**config.mk**
```make
export PLATFORM = sky130hd
export DESIGN_NAME = serial_adder
export DESIGN_NICKNAME = d
export VERILOG_FILES = /design/src/rtl/serial_add_pkg.sv /design/src/rtl/serial_fa_cell.sv /design/src/rtl/serial_adder.sv
export SDC_FILE = /design/constraint.sdc
export NUM_CORES = 1
export LEC_CHECK = 0
export CORE_ASPECT_RATIO = 1.25
export CORE_UTILIZATION = 49
export CTS_CLUSTER_SIZE = 24
export DETAILED_ROUTE_END_ITERATION = 7
export GPL_ROUTABILITY_DRIVEN = 0
export PLACE_DENSITY = 0.78
export SLEW_MARGIN = 20
export SYNTH_ARGS = -nofsm -noshare
export SYNTH_HDL_FRONTEND = slang
export SYNTH_SLANG_ARGS = --single-unit
```
**constraint.sdc**
```tcl
create_clock -name clk -period 2.2 [get_ports clk]
set_clock_uncertainty 0.1 [all_clocks]
set_input_delay 0.55 -clock clk [delete_from_list [all_inputs] [get_ports clk]]
set_output_delay 0.55 -clock clk [all_outputs]
set_load 0.02 [all_outputs]
```
**src/rtl/serial_add_pkg.sv**
```systemverilog
// Shared definitions for the bit-serial adder: FSM encodings, default width,
// and the sizing helper for the bit counter.
package serial_add_pkg;

    typedef enum logic [1:0] {
        ST_IDLE  = 2'd0,
        ST_SHIFT = 2'd1,
        ST_DONE  = 2'd2
    } state_t;

    localparam int DEFAULT_WIDTH = 8;

    // Bits needed to count 0..w-1; never less than one bit.
    function automatic int count_width(input int w);
        return (w < 2) ? 1 : $clog2(w);
    endfunction

endpackage

```
**src/rtl/serial_fa_cell.sv**
```systemverilog
// Combinational full adder built from two half-adder stages whose carries
// are OR-ed together.
module serial_fa_cell (
    input  logic x,
    input  logic y,
    input  logic ci,
    output logic s,
    output logic co
);

    logic h1_s;
    logic h1_c;
    logic h2_c;

    assign h1_s = x ^ y;
    assign h1_c = x & y;
    assign s    = h1_s ^ ci;
    assign h2_c = h1_s & ci;
    assign co   = h1_c | h2_c;

endmodule

```
**src/rtl/serial_adder.sv**
```systemverilog
// Bit-serial WIDTH-bit adder, LSB first, one full-adder cell reused per bit.
// Optional signed-overflow output enabled by defining SERIAL_ADDER_OVF_EN.
module serial_adder
    import serial_add_pkg::*;
#(
    parameter int WIDTH = DEFAULT_WIDTH
) (
    input  logic             clk,
    input  logic             rst_n,
    input  logic             in_valid,
    output logic             in_ready,
    input  logic [WIDTH-1:0] a,
    input  logic [WIDTH-1:0] b,
    input  logic             cin,
    output logic             out_valid,
    input  logic             out_ready,
    output logic [WIDTH-1:0] sum,
    output logic             cout,
    output logic             busy
`ifdef SERIAL_ADDER_OVF_EN
    ,
    output logic             ovf
`endif
);

    localparam int CW = count_width(WIDTH);
    localparam logic [CW-1:0] LAST = CW'(WIDTH - 1);

    state_t           state;
    logic [WIDTH-1:0] a_sh;
    logic [WIDTH-1:0] b_sh;
    logic             carry;
    logic [CW-1:0]    count;
    logic             fa_s;
    logic             fa_c;

    serial_fa_cell u_fa (
        .x  (a_sh[0]),
        .y  (b_sh[0]),
        .ci (carry),
        .s  (fa_s),
        .co (fa_c)
    );

    // Handshake flags depend on state alone, so no input reaches an output combinationally.
    assign in_ready  = (state == ST_IDLE);
    assign out_valid = (state == ST_DONE);
    assign busy      = (state == ST_SHIFT) || (state == ST_DONE);

    always_ff @(posedge clk) begin
        if (!rst_n) begin
            state <= ST_IDLE;
            a_sh  <= '0;
            b_sh  <= '0;
            carry <= 1'b0;
            count <= '0;
            sum   <= '0;
            cout  <= 1'b0;
`ifdef SERIAL_ADDER_OVF_EN
            ovf   <= 1'b0;
`endif
        end else begin
            case (state)
                ST_IDLE: begin
                    if (in_valid) begin
                        a_sh  <= a;
                        b_sh  <= b;
                        carry <= cin;
                        count <= '0;
                        state <= ST_SHIFT;
                    end
                end
                ST_SHIFT: begin
                    // sum doubles as the result shift register; it fills MSB-first from the top.
                    sum   <= {fa_s, sum[WIDTH-1:1]};
                    a_sh  <= {1'b0, a_sh[WIDTH-1:1]};
                    b_sh  <= {1'b0, b_sh[WIDTH-1:1]};
                    carry <= fa_c;
                    count <= count + 1'b1;
                    if (count == LAST) begin
                        cout  <= fa_c;
`ifdef SERIAL_ADDER_OVF_EN
                        ovf   <= carry ^ fa_c;
`endif
                        state <= ST_DONE;
                    end
                end
                ST_DONE: begin
                    if (out_ready) begin
                        state <= ST_IDLE;
                    end
                end
                default: state <= ST_IDLE;
            endcase
        end
    end

endmodule

```
==> impl_metrics.toml <==
[global_routing]
grt_pass1_vias = 1032
grt_max_degree = 35
grt_usage_pct = 18.3
antenna_found_initial = 0
grt_pass1_wl_mm = 4.44
overflow = 0

[setup_path]
worstReg2RegEnd = "b_sh[5]"
slowest_delay_ps = 390
crit_chain = "inv_1 -> ha_1 -> dlygate4sd2_1"
critPathSlowestCell = "dfxtp_1"
critPathKind = "flop to output pin"
cp.arrival_ps = 1400
start_kind = "flop"
end_kind = "output pin"
worstReg2RegStart = "state[1]"
reg2reg_depth = 6
crit_fanout = 4
ff2ff_setup_slack_ps = 360
required_ps = 1550

[finish]
final_nets = 204
multi_input_area_um2 = 782
finalNonFillerCells = 212
area_delta_synth_final_pct = 24.4
final_layout_size_suffix_gt1_share_pct = 8.52
ff_latch_area_um2 = 621
fin_area_um2 = 1880
antenna_cells = 0
fill_cells = 261

[clocking]
cts_root_buffer = "clkbuf_4"
cts_tree = "yes"
cts-buffers-inserted = 5
cts-htree-levels = 2
cts_sinks = 31
clkSlewWorstSetupHoldPaths_ps = 90
worstSkewPairLatency_ps = 340
cts_setup_buffers = 0
clockBufferDepth = 2

[power_and_ir_drop]
power_frac_seq_pct = 40.5
power_leakage_nw = 0.867
intPower_mw = 1.26
powerDensity_nw_per_um2 = 1040
power_frac_clock_pct = 17.2
switchingPower_mw = 0.690
switching_share_pct = 35.3
comb_power_share_pct = 42.3
vdd_drop_max_mv = 0.937

[synth]
syn-num-nets = 173
ys.flop_type = "dfxtp_1"
yosys.area.top_type_share_pct = 41.1
yosys-top-cells-count = "dfxtp_1 (31), mux2i_1 (26), nand2_1 (25), o211a_1 (15), nor2b_1 (10)"
ys_types = 21
syn_area_um2 = 1510
synth.area.top_cells = "dfxtp_1 (41%), mux2i_1 (17%), o211a_1 (9.9%), nand2_1 (6.2%), ha_1 (5.0%)"
ys_warn_count = 0
synth_seq_area_share_pct = 41.1
synth_async_sr_flop_share_pct = 0
synth_cells = 145
yosysMostFrequentCell = "dfxtp_1"
synth_largest_area_cell = "dfxtp_1"
synth.avg_cell_area_um2 = 10.4
synth-seq-cells = 31
synth-edff-count = 0

[route]
drt_iter0_drc = 14
viasPerCell = 5.23
vias = 1108
dr.pass1.iters = 4
postRouteAntennaNets = 0
totalWireLength_mm = 2.59
drc = 0
wl_per_cell_um = 12.2

[placed_design]
port_buffers = 32
dp_cells = 205
dpl_cell_area_um2 = 1830
hpwl_mm = 1.83
dp_slack_ps = 245

[floorplan]
initial_core_util_pct = 51.3
die_w_um = 51.7
fp.dieArea_um2 = 3310
chipHeight_um = 64.1
ioPinCount = 33
rows = 22
core_um2 = 2950

[hold_path]
hp-class = "flop to flop"
holdPathEnd = "cout"
hp-start = "cout"
hold_path_depth = 2

[flow_run]
cap_violations = 0

[timing]
slew_headroom_pct = 67.2
hold_viol = 0
fmax_mhz = 487
worstMarginPinSlew_ps = 492
drv_slew = 0
period_minus_slack_ps = 2050
worst_slack_ps = 145
rsz0062_at_grt = "no"
min_period_over_period_pct = 93.4
fin_setup_tns_ps = 0
setup_violations = 0

[status]
status = "complete, no violations"
==> what timing repair did <==
item | 4_1_cts | 5_1_grt
hold buffers | 0 | 0
gates resized for setup | 3 | 0
setup endpoints to repair | 3 | 0
==> layout make-up <==
| type | instances | share of cell area (%) |
|---|---|---|
| clock buffer | 6 | 2.73 |
| clock inverter | 1 | 0.266 |
| inverter | 4 | 0.799 |
| multi-input combinational | 98 | 41.6 |
| sequential | 31 | 33.0 |
| tap | 36 | 2.40 |
| timing repair buffer | 36 | 19.1 |
==> flip-flops by register name (all words and copies together) (netlist names) <==
signal and cells:
a_sh 8, carry 1, state 2, sum 8
cout 1, count 3, b_sh 8
==> how the worst max path moves through the flow <==
| stage | cells after the start | slack (ps) | start | endpoint |
|---|---|---|---|---|
| detailed placement | 3 | 240 | state[0] | busy |
| global placement | 3 | 270 | state[0] | busy |
| floorplan | 6 | 480 | state[0] | b_sh[0] |
| finish | 3 | 150 | state[0] | busy |
| global route | 3 | 60 | state[0] | busy |
| CTS | 3 | 140 | state[0] | busy |
==> power by group through the flow <==
stage	Sequential (mW)	Combinational, mW	Clock, mW
after detailed placement	0.807	0.851	0
after floorplan	0.792	0.710	0
final	0.791	0.826	0.335
after global routing	0.807	0.921	0.368
after global placement	0.794	0.825	0
after CTS	0.794	0.834	0.344
==> layer usage <==
metal	wire length [µm]	GRT usage, %
met1	1200	20.5
met4	62	13.2
met5	0	0
met2	1190	29.1
met3	137	5.24
==> logic make-up after synthesis <==
kind of cell / share of synthesized area [%]
fa+ha+maj: 6.30
flops: 41.1
buf+inv: 7.12
mux: 18.2
compound gates: 14.5
simple gates: 12.8
==> cell usage in the layout (no fill, tap or decap), types with 3 or more instances in the layout <==
master / Yosys / final
inv_1: 4 / 4
ha_1: 6 / 6
clkdlybuf4s50_1: 0 / 29
dfxtp_1: 31 / 31
buf_4: 0 / 3
clkbuf_4: 0 / 5
nand2_1: 25 / 25
dlygate4sd2_1: 0 / 3
nor2b_1: 10 / 10
mux2i_1: 26 / 26
o211a_1: 15 / 15
==> critical path: cells and delay by family (launching register included) <==
| kind | cells | cell delay [ps] |
|---|---|---|
| DFF | 1 | 390 |
| adders and majority gates | 1 | 280 |
| buffers and inverters | 2 | 390 |
==> through the flow <==
| stage | hold WS, ps | power (mW) | utilization [%] |
|---|---|---|---|
| 6_report | 392 | 1.95 | 63.8 |
| 5_1_grt | 419 | 2.10 | 63.8 |
| 4_1_cts | 389 | 1.97 | 63.8 |
| 3_5_place_dp | 376 | 1.66 | 62.0 |
| 3_3_place_gp | 359 | 1.62 | 62.0 |
| 2_1_floorplan | 351 | 1.50 | - |
Note: power is estimated with default switching activity, not from simulation.
